File: config.mk
export PLATFORM = sky130hd
export DESIGN_NAME = irrigacao_fsm
export DESIGN_NICKNAME = d
export VERILOG_FILES = /design/src/rtl/irrig_pkg.sv /design/src/rtl/irrigacao_fsm_watchdog.sv /design/src/rtl/irrigacao_fsm.sv
export SDC_FILE = /design/constraint.sdc
export NUM_CORES = 1
export LEC_CHECK = 0
export CAP_MARGIN = 20
export CORE_ASPECT_RATIO = 1.5
export CORE_MARGIN = 2
export CORE_UTILIZATION = 50
export DETAILED_ROUTE_END_ITERATION = 6
export GPL_TIMING_DRIVEN = 1
export MAX_ROUTING_LAYER = met4
export PLACE_DENSITY_LB_ADDON = 0.3
export SETUP_SLACK_MARGIN = 0.02
export SYNTH_ARGS = -nofsm -noshare
export SYNTH_HDL_FRONTEND = slang
export SYNTH_HIERARCHICAL = 1
export SYNTH_SLANG_ARGS = --single-unit
export TNS_END_PERCENT = 50
File: constraint.sdc
create_clock -name clk -period 3.07 [get_ports clk]
set_input_delay 0.7675 -clock clk [delete_from_list [all_inputs] [get_ports clk]]
set_output_delay 0.7675 -clock clk [all_outputs]
set_load 0.005 [all_outputs]
File: src/rtl/irrig_pkg.sv
// -----------------------------------------------------------------------------
// irrig_pkg
// Shared definitions for the irrigation mode controller:
//   - state_t      : controller states (IDLE, FILL, DRIP, SPRAY, CLEAN, FAULT)
//   - MODE_*       : 2-bit phase codes driven on {ff2,ff1} to the phase timer
//   - VLV_*        : bit positions inside the valve vector
//   - outs_t       : bundle of all registered controller outputs
//   - helper functions that decode a state into its mode code, valve vector
//     and "is an active phase" flag
// -----------------------------------------------------------------------------
package irrig_pkg;

   typedef enum logic [2:0] {
      S_IDLE  = 3'd0,
      S_FILL  = 3'd1,
      S_DRIP  = 3'd2,
      S_SPRAY = 3'd3,
      S_CLEAN = 3'd4,
      S_FAULT = 3'd5
   } state_t;

   // Phase codes seen by the downstream timer on {ff2,ff1}.
   localparam logic [1:0] MODE_FILL  = 2'b00;
   localparam logic [1:0] MODE_DRIP  = 2'b01;
   localparam logic [1:0] MODE_SPRAY = 2'b10;
   localparam logic [1:0] MODE_CLEAN = 2'b11;

   // Valve vector layout.
   localparam int VLV_IN    = 0;
   localparam int VLV_DRIP  = 1;
   localparam int VLV_SPRAY = 2;
   localparam int VLV_DRAIN = 3;
   localparam int VLV_N     = 4;

   typedef struct packed {
      logic [1:0]       mode;
      logic             mode_load;
      logic             active;
      logic [VLV_N-1:0] valves;
      logic             fault;
   } outs_t;

   // IDLE and FAULT share the FILL code; `active` tells them apart.
   function automatic logic [1:0] mode_of(state_t s);
      logic [1:0] m;
      m = MODE_FILL;
      case (s)
         S_DRIP:  m = MODE_DRIP;
         S_SPRAY: m = MODE_SPRAY;
         S_CLEAN: m = MODE_CLEAN;
         default: m = MODE_FILL;
      endcase
      return m;
   endfunction

   function automatic logic is_phase(state_t s);
      return (s == S_FILL) || (s == S_DRIP) || (s == S_SPRAY) || (s == S_CLEAN);
   endfunction

   // One-hot (or all-zero) valve vector: at most one valve ever opens.
   function automatic logic [VLV_N-1:0] valves_of(state_t s);
      logic [VLV_N-1:0] v;
      v = '0;
      case (s)
         S_FILL:  v[VLV_IN]    = 1'b1;
         S_DRIP:  v[VLV_DRIP]  = 1'b1;
         S_SPRAY: v[VLV_SPRAY] = 1'b1;
         S_CLEAN: v[VLV_DRAIN] = 1'b1;
         default: v = '0;
      endcase
      return v;
   endfunction

endpackage

File: src/rtl/irrigacao_fsm_watchdog.sv
// -----------------------------------------------------------------------------
// fill_watchdog
// Counts clock cycles spent filling the tank and flags the last allowed cycle.
// Ports:
//   clk    : system clock, rising edge
//   rst_n  : synchronous reset, active-low
//   clr    : synchronous clear (wins over en)
//   en     : count enable, one increment per clk
//   tc     : terminal count, 1 while the count equals FILL_TIMEOUT-1
// The controller forces FAULT (which clears the count) when tc is reached, so
// the counter never needs to go past FILL_TIMEOUT and cannot wrap.
// -----------------------------------------------------------------------------
module fill_watchdog #(
   parameter int FILL_TIMEOUT = 1000,
   parameter int CNT_W        = 10
) (
   input  logic clk,
   input  logic rst_n,
   input  logic clr,
   input  logic en,
   output logic tc
);

   localparam logic [CNT_W-1:0] TC_VAL = CNT_W'(FILL_TIMEOUT - 1);

   logic [CNT_W-1:0] cnt;

   // NOTE: reset is synchronous (only seen at the clock edge), and sequential
   // state uses non-blocking assignments so every flop updates from the
   // values that existed before the edge.
   always_ff @(posedge clk) begin
      if (!rst_n) begin
         cnt <= '0;
      end else if (clr) begin
         cnt <= '0;
      end else if (en) begin
         cnt <= cnt + 1'b1;
      end
   end

   assign tc = (cnt == TC_VAL);

endmodule

File: src/rtl/irrigacao_fsm.sv
// -----------------------------------------------------------------------------
// irrigacao_fsm
// Mode controller for the irrigation system. Sequences FILL -> DRIP/SPRAY ->
// (CLEAN every CLEAN_EVERY completed cycles) from user commands, tank/soil
// sensors and the phase timer, and drives the valves.
// Ports:
//   clk, rst_n     : clock (rising edge) and synchronous active-low reset
//   start, stop    : request / abort an irrigation cycle
//   sel_spray      : 0 = drip, 1 = sprinkle; latched when leaving IDLE
//   soil_dry       : 1 = irrigation needed
//   tank_full      : upper tank level sensor
//   tank_low       : lower tank level sensor
//   timer_done     : 1-cycle pulse, current phase time expired
//   fault_ack      : clears the watchdog fault
//   ff2, ff1       : phase code to the timer (00 fill, 01 drip, 10 spray,
//                    11 clean; 00 with active=0 in IDLE/FAULT)
//   mode_load      : 1-cycle pulse when a new active phase is first shown
//   active         : 1 in FILL/DRIP/SPRAY/CLEAN
//   valve_in/_drip/_spray/_drain : valve drives, at most one set at a time
//   fault          : fill watchdog expired
//   cycle_cnt      : irrigation cycles completed since the last clean
// All outputs are registered and change on the same edge as the state.
// -----------------------------------------------------------------------------
module irrigacao_fsm
   import irrig_pkg::*;
#(
   parameter int FILL_TIMEOUT = 1000,
   parameter int CLEAN_EVERY  = 4,
   parameter int CNT_W        = 10
) (
   input  logic       clk,
   input  logic       rst_n,
   input  logic       start,
   input  logic       stop,
   input  logic       sel_spray,
   input  logic       soil_dry,
   input  logic       tank_full,
   input  logic       tank_low,
   input  logic       timer_done,
   input  logic       fault_ack,
   output logic       ff1,
   output logic       ff2,
   output logic       mode_load,
   output logic       active,
   output logic       valve_in,
   output logic       valve_drip,
   output logic       valve_spray,
   output logic       valve_drain,
   output logic       fault,
   output logic [3:0] cycle_cnt
);

   localparam logic [3:0] CLEAN_CNT = 4'(CLEAN_EVERY);

   state_t     state_q, state_d;
   logic       sel_q, sel_d;
   logic [3:0] cnt_q, cnt_d;
   logic [3:0] cnt_inc;
   outs_t      outs_q, outs_d;
   logic       wd_tc;
   logic       wd_clr;
   logic       wd_en;

   // ---------------------------------------------------------------------
   // Fill watchdog: counts while in FILL; cleared whenever the next state
   // is anything other than FILL, so every FILL entry starts from zero.
   // ---------------------------------------------------------------------
   assign wd_en  = (state_q == S_FILL);
   assign wd_clr = (state_d != S_FILL);

   fill_watchdog #(
      .FILL_TIMEOUT (FILL_TIMEOUT),
      .CNT_W        (CNT_W)
   ) u_watchdog (
      .clk   (clk),
      .rst_n (rst_n),
      .clr   (wd_clr),
      .en    (wd_en),
      .tc    (wd_tc)
   );

   assign cnt_inc = cnt_q + 4'd1;

   // ---------------------------------------------------------------------
   // Next-state logic. Branch order encodes the in-cycle priority:
   // stop > fault timeout > tank_low > cycle complete > tank_full.
   // ---------------------------------------------------------------------
   always_comb begin
      // NOTE: every signal written here gets a default first, so no path can
      // leave it unassigned and infer a latch.
      state_d = state_q;
      sel_d   = sel_q;
      cnt_d   = cnt_q;

      unique case (state_q)
         S_IDLE: begin
            if (start && soil_dry && !stop) begin
               sel_d = sel_spray;
               if (!tank_full)
                  state_d = S_FILL;
               else
                  state_d = sel_spray ? S_SPRAY : S_DRIP;
            end
         end

         S_FILL: begin
            // timer_done is deliberately ignored while filling.
            if (stop)
               state_d = S_IDLE;
            else if (wd_tc && !tank_full)
               state_d = S_FAULT;
            else if (tank_full)
               state_d = sel_q ? S_SPRAY : S_DRIP;
         end

         S_DRIP, S_SPRAY: begin
            if (stop) begin
               state_d = S_IDLE;
            end else if (tank_low) begin
               // Refill; sel_q is kept so the same mode resumes afterwards,
               // and the interrupted cycle is not counted.
               state_d = S_FILL;
            end else if (timer_done || !soil_dry) begin
               if (cnt_inc == CLEAN_CNT) begin
                  state_d = S_CLEAN;
                  cnt_d   = '0;
               end else begin
                  state_d = S_IDLE;
                  cnt_d   = cnt_inc;
               end
            end
         end

         S_CLEAN: begin
            if (stop || timer_done)
               state_d = S_IDLE;
         end

         S_FAULT: begin
            // stop and start have no effect until the fault is acknowledged.
            if (fault_ack)
               state_d = S_IDLE;
         end

         default: state_d = S_IDLE;
      endcase
   end

   // ---------------------------------------------------------------------
   // Output decode from the next state, so the registered outputs line up
   // with the state register on the same edge.
   // ---------------------------------------------------------------------
   always_comb begin
      outs_d           = '0;
      outs_d.mode      = mode_of(state_d);
      outs_d.active    = is_phase(state_d);
      outs_d.valves    = valves_of(state_d);
      outs_d.fault     = (state_d == S_FAULT);
      // Pulse only on a change into an active phase (FILL<->DRIP included).
      outs_d.mode_load = is_phase(state_d) && (state_d != state_q);
   end

   always_ff @(posedge clk) begin
      if (!rst_n) begin
         state_q <= S_IDLE;
         sel_q   <= 1'b0;
         cnt_q   <= '0;
         outs_q  <= '0;
      end else begin
         state_q <= state_d;
         sel_q   <= sel_d;
         cnt_q   <= cnt_d;
         outs_q  <= outs_d;
      end
   end

   assign ff1         = outs_q.mode[0];
   assign ff2         = outs_q.mode[1];
   assign mode_load   = outs_q.mode_load;
   assign active      = outs_q.active;
   assign valve_in    = outs_q.valves[VLV_IN];
   assign valve_drip  = outs_q.valves[VLV_DRIP];
   assign valve_spray = outs_q.valves[VLV_SPRAY];
   assign valve_drain = outs_q.valves[VLV_DRAIN];
   assign fault       = outs_q.fault;
   assign cycle_cnt   = cnt_q;

endmodule

==> flow_metrics.env <==
export IMPL_status="finished, final reports clean"
export IMPL_p_per_area_nw_per_um2=368
export IMPL_synth_fa_ha_area_share_pct=2.01
export IMPL_wl_mm=2.60
export IMPL_synth_xor_xnor_area_share_pct=4.92
export IMPL_reg2reg_from="u_watchdog/cnt[0]"
export IMPL_final_setup_worst_slack_ns=0.428
export IMPL_synth_area_mux_share_pct=1.61
export IMPL_synthCells=136
export IMPL_drcViolationCount=0
export IMPL_ys_seq_area_share_pct=43.4
export IMPL_htreeDepth=1
export IMPL_pre_cts_ws_ns=0.0753
export IMPL_timing_final_crit_share_pct=86.1
export IMPL_avgViaCountPerCell=5.71
export IMPL_cts_root_buffer_cell="clkbuf_4"
export IMPL_cts_buffer_depth=2
export IMPL_cts_tree="done"
export IMPL_synth_edf_count=0
export IMPL_grt_usage_pct=21.0
export IMPL_die_area_sq_um=2910
export IMPL_ys_ff_latch=27
export IMPL_fin_crit_ns=2.64
export IMPL_synth_top_family_by_area="simple AND/OR/NAND/NOR gates"
export IMPL_clk_pin_slew_ns=0.14
export IMPL_synth_distinct_cells=39
export IMPL_p_leak_nw=0.563
export IMPL_worstSkewPairLatency_ns=0.33
export IMPL_synth_warnings=6
export IMPL_synthSimpleGateAreaFrac_pct=30.7
export IMPL_slew_violations=0
export IMPL_ant_nets=0
export IMPL_antenna_cells=0
export IMPL_gr_total_overflow=0
export IMPL_route_met2_wl_mm=1.42
export IMPL_min_from="u_watchdog/cnt[9]"
export IMPL_top_layer="met4"
export IMPL_cts_buffers=3
export IMPL_worst_slew_pin_slew_ns=0.611
export IMPL_fin_worst_skew_ns=0.00148
export IMPL_wl_per_cell_um=14.0
export IMPL_cp_max_fo=10
export IMPL_cp_end_kind="register"
export IMPL_postCtsHoldBufs=0
export IMPL_start_kind="input pin"
export IMPL_fmax_ghz=0.379
export IMPL_grt_pass1_vias=1071
export IMPL_r2r_cells=8
export IMPL_gp_congestion=0.867
export IMPL_portBuffers=22
export IMPL_critPathArrivalTime_ns=2.91
export IMPL_cts_resized=0
export IMPL_io_pin_count=23
export IMPL_synth_flop_cell="dfxtp_1"
export IMPL_antenna_found_initial=0
export IMPL_cp_required_ns=3.34
export IMPL_hold_depth=2
export IMPL_r2r_slack_ns=0.49
export IMPL_dr_pass1_iters=4
export IMPL_postSynthAreaPerCell_sq_um=9.15
export IMPL_m1WireLength_mm=1.01
export IMPL_grt_pass1_wl_mm=4.42
export IMPL_setup_tns_ns=0
export IMPL_syn_nets=148
export IMPL_area_delta_synth_final_pct=22.4
export IMPL_holdPathEnd="u_watchdog/cnt[9]"
export IMPL_synth_compound_area_share_pct=14.9
export IMPL_nNetsFinal=174
export IMPL_die_h_um=65.1
export IMPL_synthesis_area_sq_um=1240
export IMPL_final_common_cell="dfxtp_1"
export IMPL_reg2reg_to="u_watchdog/cnt[2]"
export IMPL_num_rows=22
export IMPL_rsz0062_at_grt="false"
export IMPL_die_w_um=44.7
export IMPL_grt_max_degree=17
export IMPL_coreArea_sq_um=2390
export IMPL_dr_wl_met3_um=67
export IMPL_maxSlewHeadroom_pct=59.2
export IMPL_dp_hpwl_mm=2.04
export IMPL_criticalPathCategory="input pin to register"
export IMPL_drive_gt1_share_pct=8.07
export IMPL_mostFrequentLayoutCells="27 x dfxtp_1, 22 x clkdlybuf4s50_1, 16 x nor2_1, 13 x nand2_1, 10 x a21oi_1"
export IMPL_hp_class="register to register"
export IMPL_finalSetupViolations=0
export IMPL_dr_first_iter_drc_count=39
export IMPL_start_util_pct=52.0
export IMPL_cap_viol_max_count=0
export IMPL_post_cts_setup_buffers=0
export IMPL_async_flop_share_pct=0
export IMPL_vias=1057
export IMPL_cts_sinks=27
export IMPL_finalHoldViolCount=0
export IMPL_vdd_ir_drop_max_mv=0.269
cells by family after synthesis:
family | count (synthesis)
AO/OA/AOI/OAI | 26
XOR/XNOR | 7
adder cells (fa/ha/maj) | 2
buffers and inverters | 8
flip-flops | 27
multiplexers | 2
AND/OR/NAND/NOR | 64
sequential cells by signal, indices dropped and copies added (netlist names):
| register | count |
|---|---|
| valve_spray | 1 |
| cycle_cnt | 4 |
| mode_load | 1 |
| fault | 1 |
| valve_in | 1 |
| ff2 | 1 |
| sel_q | 1 |
| valve_drip | 1 |
| ff1 | 1 |
| state_q | 3 |
| u_watchdog/cnt | 10 |
| valve_drain | 1 |
| active | 1 |
worst max-delay path by stage:
stage / startpoint / endpoint / slack [ns] / depth (start not counted)
final: soil_dry / u_watchdog/cnt[5] / 0.43 / 7
after detailed placement: stop / u_watchdog/cnt[5] / 0.08 / 7
after floorplan: stop / u_watchdog/cnt[5] / 0.66 / 7
after CTS: soil_dry / u_watchdog/cnt[5] / 0.44 / 7
after global placement: stop / u_watchdog/cnt[6] / 0.18 / 7
after global routing: soil_dry / u_watchdog/cnt[6] / 0.30 / 7
metal layers:
| metal | vias to the layer above | GRT usage [%] |
|---|---|---|
| li1 | 533 | - |
| met5 | - | - |
| met1 | 490 | 20.9 |
| met2 | 24 | 36.6 |
| met4 | 0 | 13.3 |
| met3 | 10 | 3.30 |
layout make-up:
class                      instances  area (sq um)
fill                             219           871
multi-input combinational        101           673
sequential                        27           541
timing repair buffer              23           228
tap                               24          30.0
clock buffer                       3          22.5
inverter                           6          22.5
clock inverter                     1          7.51
synth_stat cells (all sizes together), types with 2 or more instances:
master / number / area share [%]
ha: 2 / 2.0
clkbuf: 2 / 0.70
nor2b: 6 / 3.0
mux2i: 2 / 1.6
nor3b: 2 / 1.2
nand2b: 3 / 1.5
o21ai: 5 / 2.0
nor2: 16 / 4.8
nand4: 5 / 3.7
nand2: 13 / 3.9
a21oi: 10 / 4.0
xnor2: 3 / 2.1
or4: 3 / 1.8
nor3: 2 / 0.80
o31ai: 4 / 2.4
inv: 6 / 1.8
or3: 3 / 1.7
nand3: 2 / 0.80
dfxtp: 27 / 43
xor2: 4 / 2.8
where the power goes:
group | switching [mW] | internal (mW)
registers | 0.00268 | 0.354
logic | 0.0223 | 0.0260
clock network | 0.106 | 0.0500
total | 0.131 | 0.430
metrics by stage:
step	instance area [sq um]	hold slack, ns	utilization [%]	power [mW]	cells
6_report	1520	0.492	63.6	0.561	185
5_1_grt	1520	0.517	63.6	0.588	185
4_1_cts	1520	0.500	63.6	0.569	185
3_5_place_dp	1490	0.480	62.4	0.412	181
3_3_place_gp	1490	0.459	62.4	0.411	181
2_1_floorplan	1240	0.452	-	0.388	136
critical path, stage by stage:
cell and delay (ns):
clkdlybuf4s50_1 0.51, nor2b_1 0.27, nand3b_1 0.25, o211ai_1 0.22, or3_1 0.37, nand2b_1 0.31
a21oi_1 0.21
No activity file was read; power rests on OpenSTA's default activity.
